[src/rtl/rst_seq.sv]
`default_nettype none
// ============================================================================
//  Module   : rst_seq
//  Purpose  : Staged reset sequencer. Releases NUM_STAGES active-low subsystem
//             resets strictly in index order. Each stage waits a settle delay,
//             is released, and must then acknowledge on ready_i before the
//             next stage starts its delay. A ready timeout, or a ready loss
//             after everything is up, latches a fault and pulls every stage
//             back into reset until rst or soft_rst_i.
//  Ports    : clkin          system clock
//             rst            synchronous active-high reset
//             soft_rst_i     synchronous pulse, restarts the sequence
//             ready_i        per-stage ready (asynchronous, synchronised here)
//             rst_n_stage_o  per-stage reset, active low, registered
//             all_ready_o    every stage released and acknowledged
//             fault_o        sequencing fault latched
//             fault_stage_o  index of the stage that faulted
//  Revision : 1.0  initial release
// ============================================================================
module rst_seq #(
  parameter int IN_FREQ_KHZ      = 16000,
  parameter int NUM_STAGES       = 4,
  parameter int STAGE_DELAY_US   = 100,
  parameter int READY_TIMEOUT_US = 10000,
  localparam int STW = (NUM_STAGES > 1) ? $clog2(NUM_STAGES) : 1
) (
  input  logic                  clkin,
  input  logic                  rst,
  input  logic                  soft_rst_i,
  input  logic [NUM_STAGES-1:0] ready_i,
  output logic [NUM_STAGES-1:0] rst_n_stage_o,
  output logic                  all_ready_o,
  output logic                  fault_o,
  output logic [STW-1:0]        fault_stage_o
);

  localparam int DLY_CYC = (IN_FREQ_KHZ / 1000) * STAGE_DELAY_US;
  localparam int TO_CYC  = (IN_FREQ_KHZ / 1000) * READY_TIMEOUT_US;
  localparam int CNT_MAX = (DLY_CYC > TO_CYC) ? DLY_CYC : TO_CYC;
  localparam int CW      = $clog2(CNT_MAX);

  localparam logic [CW-1:0]  DLY_LAST   = CW'(DLY_CYC - 1);
  localparam logic [CW-1:0]  TO_LAST    = CW'(TO_CYC - 1);
  localparam logic [STW-1:0] LAST_STAGE = STW'(NUM_STAGES - 1);

  typedef enum logic [1:0] {
    ST_DELAY    = 2'd0,
    ST_WAIT_RDY = 2'd1,
    ST_DONE     = 2'd2,
    ST_FAULT    = 2'd3
  } state_t;

  state_t                  state_q, state_d;
  logic [STW-1:0]          stage_q, stage_d;
  logic [CW-1:0]           cnt_q, cnt_d;
  logic [NUM_STAGES-1:0]   rst_n_stage_q, rst_n_stage_d;
  logic                    all_ready_q, all_ready_d;
  logic                    fault_q, fault_d;
  logic [STW-1:0]          fault_stage_q, fault_stage_d;
  logic [NUM_STAGES-1:0]   ready_meta_q, ready_s_q;

  // Lowest-index stage whose synchronised ready is low (only meaningful in DONE).
  logic [STW-1:0] ready_low_idx;
  always_comb begin
    ready_low_idx = '0;
    for (int i = NUM_STAGES - 1; i >= 0; i--) begin
      if (!ready_s_q[i]) ready_low_idx = STW'(i);
    end
  end

  always_comb begin
    state_d       = state_q;
    stage_d       = stage_q;
    cnt_d         = cnt_q;
    rst_n_stage_d = rst_n_stage_q;
    all_ready_d   = all_ready_q;
    fault_d       = fault_q;
    fault_stage_d = fault_stage_q;

    case (state_q)
      ST_DELAY: begin
        if (cnt_q == DLY_LAST) begin
          rst_n_stage_d[stage_q] = 1'b1;
          cnt_d                  = '0;
          state_d                = ST_WAIT_RDY;
        end else begin
          cnt_d = cnt_q + CW'(1);
        end
      end
      ST_WAIT_RDY: begin
        // Ready is tested before the timeout so a ready arriving on the
        // final timeout edge is still accepted.
        if (ready_s_q[stage_q]) begin
          if (stage_q == LAST_STAGE) begin
            all_ready_d = 1'b1;
            state_d     = ST_DONE;
          end else begin
            stage_d = stage_q + STW'(1);
            cnt_d   = '0;
            state_d = ST_DELAY;
          end
        end else if (cnt_q == TO_LAST) begin
          rst_n_stage_d = '0;
          all_ready_d   = 1'b0;
          fault_d       = 1'b1;
          fault_stage_d = stage_q;
          state_d       = ST_FAULT;
        end else begin
          cnt_d = cnt_q + CW'(1);
        end
      end
      ST_DONE: begin
        if (!(&ready_s_q)) begin
          rst_n_stage_d = '0;
          all_ready_d   = 1'b0;
          fault_d       = 1'b1;
          fault_stage_d = ready_low_idx;
          state_d       = ST_FAULT;
        end
      end
      default: begin
        // ST_FAULT: hold everything until rst or soft_rst_i.
        state_d = ST_FAULT;
      end
    endcase
  end

  // soft_rst_i has exactly the same effect as rst, so both share one branch.
  always_ff @(posedge clkin) begin
    if (rst || soft_rst_i) begin
      state_q       <= ST_DELAY;
      stage_q       <= '0;
      cnt_q         <= '0;
      rst_n_stage_q <= '0;
      all_ready_q   <= 1'b0;
      fault_q       <= 1'b0;
      fault_stage_q <= '0;
      ready_meta_q  <= '0;
      ready_s_q     <= '0;
    end else begin
      state_q       <= state_d;
      stage_q       <= stage_d;
      cnt_q         <= cnt_d;
      rst_n_stage_q <= rst_n_stage_d;
      all_ready_q   <= all_ready_d;
      fault_q       <= fault_d;
      fault_stage_q <= fault_stage_d;
      ready_meta_q  <= ready_i;
      ready_s_q     <= ready_meta_q;
    end
  end

  assign rst_n_stage_o = rst_n_stage_q;
  assign all_ready_o   = all_ready_q;
  assign fault_o       = fault_q;
  assign fault_stage_o = fault_stage_q;

endmodule
`default_nettype wire

[config.mk]
export PLATFORM = sky130hd
export DESIGN_NAME = rst_seq
export DESIGN_NICKNAME = d
export VERILOG_FILES = /design/src/rtl/rst_seq.sv
export SDC_FILE = /design/constraint.sdc
export NUM_CORES = 1
export LEC_CHECK = 0
export ABC_AREA = 1
export BUFFER_PORTS_ARGS = -buffer_cell sky130_fd_sc_hd__buf_2
export CAP_MARGIN = 40
export CELL_PAD_IN_SITES_DETAIL_PLACEMENT = 0
export CELL_PAD_IN_SITES_GLOBAL_PLACEMENT = 2
export CORE_ASPECT_RATIO = 0.75
export CORE_MARGIN = 1.5
export CORE_UTILIZATION = 33
export CTS_CLUSTER_SIZE = 16
export DETAILED_ROUTE_END_ITERATION = 8
export PLACE_DENSITY_LB_ADDON = 0.15
export SLEW_MARGIN = 20
export SYNTH_ARGS = -nofsm -noshare
export SYNTH_HDL_FRONTEND = slang
export SYNTH_SLANG_ARGS = --single-unit
[constraint.sdc]
create_clock -name clkin -period 2 [get_ports clkin]
set_input_delay 0.3 -clock clkin [delete_from_list [all_inputs] [get_ports clkin]]
set_output_delay 0.3 -clock clkin [all_outputs]
set_load 0.02 [all_outputs]
## Word level (Yosys, flattened, before mapping)

Cells that the tools add are included.

- Bits in registers: 38
- Bits of input ports: 7
- Output and inout bits: 8
- Logic and storage cells: 78

- Add/sub/neg operators: 2
- Magnitude comparators: 2
- Equality and inequality tests: 13
- Muxes and demuxes: 37
- Bitwise gates (word level): 2
- Reduce and logical (&&, ||, !) cells: 13

Operator list:

| cell | number |
|---|---|
| 18-bit two-way mux | 4 |
| 18-bit one-hot mux with 2 select lines | 1 |
| 2-bit two-way mux | 12 |
| 18-bit by 1-bit adder with 18-bit output, second input constant | 1 |
| 18-bit by 11-bit == test with 1-bit output, second input constant | 1 |
| 18-bit == test, second input constant | 1 |
| 4-bit two-way mux | 4 |
| 3-bit inequality test, second input constant | 4 |
| 4-bit one-hot mux with 3 select lines | 1 |
| 4-bit AND reduction | 3 |
| 1-bit two-way mux | 9 |
| 3-bit AND reduction | 3 |
| 2-bit inequality test, second input constant | 4 |
| 2-bit one-hot mux with 3 select lines | 1 |
| 5-bit AND reduction | 1 |
| 2-bit == test, second input constant | 2 |
| 4-bit OR | 1 |
| 1-bit one-hot mux with 2 select lines | 2 |
| 2-bit one-hot mux with 2 select lines | 1 |
| 2-bit nonzero test | 2 |
| 2-bit by 3-bit < comparator with 1-bit output, second input constant | 1 |
| 3-bit nonzero test | 1 |
| 2-bit by 1-bit adder with 2-bit output, second input constant | 1 |
| 1-bit binary-select mux with 2-bit select | 1 |
| 7 further kinds | 7 |

## Longest topological paths before layout

- Depth in word-level cells: 7
- Mapped depth: 12
- Mapped depth without buffers: 12

## Least setup slack after synthesis

Ideal clock, no wire load.

- Path type: reg-to-reg
- Start point: reg cnt_q[0]
- End point: reg cnt_q[10]
- Library setup time: 0.136 ns
- Arrival: 1.423 ns
- Required time: 1.864 ns
- Slack: 0.440 ns
- Cell stages (with the launch flop): 12
- Path buffers: 1
- Clock period less this slack: 1.560 ns
- Cells stage by stage: dfxtp_1 > ha_1 > nand2_1 > nor2_1 > nand2_2 > inv_2 > nand2_1 > nor2_2 > nor2_4 > buf_6 > nand2_1 > a21oi_2

- Longest elaborated chain between the ends: 4
- Elaborated cells between the ends (all ways): 9
- Those cells by class: add/sub (1); eq/ne (3); mux (4); reduce/logical (1)

RTL lines:

| what | line | source |
|---|---|---|
| start, declared | 55 | `logic [CW-1:0] cnt_q, cnt_d;` |
| start signal, assigned | 143 | `cnt_q <= cnt_d;` |
| 18-bit by 1-bit adder with 18-bit output | 87, 109 |  |
| 18-bit two-way mux | 102 | `end else if (cnt_q == TO_LAST) begin` |
| 18-bit two-way mux | 93 | `if (ready_s_q[stage_q]) begin` |
| 18-bit one-hot mux with 2 select lines | 80 | `case (state_q)` |

Several ways; a longest one is shown, not always the timed one. The select of a mux whose other input is x is not followed.
A chain may end at the register's enable or synchronous reset.

## Worst setup path after layout

- Start point: reg cnt_q[1]
- End point: reg cnt_q[1]

The elaborated chain is that of the path after synthesis.

==> reports/summary.txt <==
Synthesis-to-finish area growth - 14.0%
Worst setup path class - reg2reg
Iter 0 DRT Violations - 100
Most common cell after layout, fill and taps aside - nand2_1
Clk_lat worst skew - 0.30 ns
Ranking of synthesized cells by area - dfxtp_1 (30%), nand2_1 (14%), nor2_1 (11%)
Core area - 0.00733 mm²
Cell Rows - 27
Grt met1 use - 28.7%
Final WL - 6970 µm
Fin. max-slew vios - 0
Syn_nets - 405
Post-synthesis cell type count - 36
Post-Route Utilization - 38.9%
Critical Path Source Type - flip-flop
Total Neg Setup Slack - 0 ns
Commonest cells after routing, fill and taps aside - nand2_1 (95), nor2_1 (74), inv_1 (39)
Async set-reset flop share out of synthesis - 0%
Comb power frac - 3.0%
Global placer's final weighted congestion - 0.791
Max transition margin - 60.4%
Post-synth EDFFs - 0
Starting Density - 34.2%
Post-synthesis register bit count - 38
RSZ-0062 raised after global routing - no
Fin. Hold Viols - 0
Synthesized area - 0.00250 mm²
Gr ovfl total - 0
Routed len/inst - 13.5 µm
Num CTS Buffers - 5
Top cell type's share of synthesized area - 30.4%
Worst-Margin Slew - 0.593 ns
Fmax - 561 MHz
Die W - 104 µm
Hold Buf Count CTS - 0
Critical Path AT - 1.95 ns
Initial antenna violation count - 0
Met3 global-route usage - 3.90%
Sink Count - 38
Die area - 0.00813 mm²
Crit. End Element - flip-flop
Peak supply drop - 0.240 mV
Ports - 15
Final total power - 0.00139 W
Clock network fraction of total power - 41.7%
Synth Warn # - 0
Critical Path Fanout Max - 8
Height of the die - 78.5 µm
Sequential share of power - 55.2%
First-pass GRT wire length - 11900 µm
Share of post-route cells with drive strength above 1 - 19.5%
Min Tclk post-route - 1.78 ns
Clk root buf - clkbuf_8
Sw frac - 24.1%
Via Count - 2378
Largest net degree at the start of global routing - 29
Final Setup Violations - 0
Min-Delay Path Class - in2reg
Post-Route Skew - 0.00539 ns
Final #Nets - 430
PwrDens - 486 mW/mm²
Tcrit/Tclk final - 89.2%
Mapped Cells - 390
DRC - 0
DP HPWL - 5320 µm
Router iterations before antenna repair - 4
Met2 usage - 25.9%
Diodes inserted - 0
Seq/Total Area, Yosys - 30.4%
Worst path required time - 2.16 ns
Final WS setup - 0.216 ns
Buffer depth of the longest clock path - 2
Internal power - 0.00105 W
Top FF cell, synth - dfxtp_1
ANT nets after route - 0
Clock transition at path regs - 0.08 ns
Mean Syn Cell Area - 6.42 µm²
Status - completed
Via-to-Cell Ratio - 4.60
Port Buffers - 14
Number of global-route vias before repair - 2263
Max cap viols - 0
H-tree levels - 2
Placement Setup Slack - 0.0636 ns
GR peak layer - met1
LEAKAGE - 1.23 nW
Switching power total - 0.000335 W
CTS tree - done
Total GRT Usage - 18.7%
Area leader, netlist - dfxtp_1
## power groups by stage
stage / combinational [W] / sequential, W / clock, W
6_report: 0.0000423 / 0.000767 / 0.000580
5_1_grt: 0.0000493 / 0.000768 / 0.000628
3_5_place_dp: 0.0000429 / 0.000785 / 0
2_1_floorplan: 0.0000272 / 0.000784 / 0
3_3_place_gp: 0.0000432 / 0.000785 / 0
4_1_cts: 0.0000433 / 0.000767 / 0.000602
## flip-flops by register name (all words and copies together) (netlist names)
signal         cells
all_ready_o        1
rst_n_stage_o      4
state_q            2
fault_o            1
fault_stage_o      2
cnt_q             18
ready_s_q          4
ready_meta_q       4
stage_q            2
## stage by stage
stage | hold WS [ns] | std cells | instance area, µm²
after floorplan | 0.394 | 390 | 2500
after global placement | 0.401 | 507 | 2710
after detailed placement | 0.402 | 507 | 2710
after CTS | 0.198 | 515 | 2810
after global routing | 0.201 | 517 | 2860
final | 0.206 | 517 | 2860
## worst max-delay path, stage by stage, from the launching register on
cell and delay (ns):
dfxtp_1 0.37, ha_2 0.23, nand2_1 0.07, nor2_2 0.16, nand2_2 0.12, inv_2 0.10, nand2_1 0.08, nor2_2 0.13
nor2_4 0.06, buf_4 0.16, nand3_1 0.09, a21oi_2 0.06
## cells by family (layout without fill, tap and decap cells)
| group | count (synthesis) | count (layout) | synth area share [%] |
|---|---|---|---|
| and+or+nand+nor | 241 | 241 | 42.6 |
| buffers and inverters | 52 | 78 | 8.99 |
| AOI/OAI and AO/OA | 43 | 43 | 11.2 |
| DFF | 38 | 38 | 30.4 |
| adders and majority gates | 8 | 8 | 4.00 |
| xor gates and xnor gates | 8 | 8 | 2.80 |
## routing by layer
metal / wire (µm) / up-vias
li1: - / 1280
met1: 4010 / 1033
met2: 2490 / 59
met3: 425 / 6
met4: 54 / 0
met5: 0 / -
## path summary, 6_finish.rpt
path,cells past startpoint,to,startpoint,slack [ns]
hold / removal,3,ready_meta_q[3],ready_i[3],0.21
hold reg to reg,2,ready_s_q[0],ready_meta_q[0],0.41
setup / recovery,11,cnt_q[1],cnt_q[1],0.22
setup reg to reg,11,cnt_q[1],cnt_q[1],0.22
## cell usage after synthesis, types with 2 or more instances
| library cell | instances |
|---|---|
| nand2_1 | 95 |
| nor2_1 | 75 |
| inv_1 | 39 |
| dfxtp_1 | 38 |
| nand3_1 | 36 |
| a21oi_1 | 17 |
| nand2_2 | 12 |
| a21oi_2 | 11 |
| ha_1 | 8 |
| o21ai_0 | 7 |
| xor2_1 | 6 |
| nand4_1 | 5 |
| nor2_2 | 5 |
| inv_2 | 4 |
| nand2_4 | 4 |
| o211ai_1 | 3 |
| and2_1 | 2 |
| clkbuf_1 | 2 |
| nand3_2 | 2 |
| nor3_1 | 2 |
| xnor2_1 | 2 |
## area by class of cell
cell class,instances,area (µm²)
repair buffers,25,165
flip-flops and latches,38,762
fillers,829,4480
well taps,101,126
inverters,45,170
multi-input cells,300,1540
clock inverters,2,12.5
clock buffers,6,82.6
## what timing repair did
action | in CTS | in global routing
resized for setup | 0 | 7
setup buffers | 0 | 2
setup endpoints to repair | 0 | 23
Power figures use the tool's default switching activity.
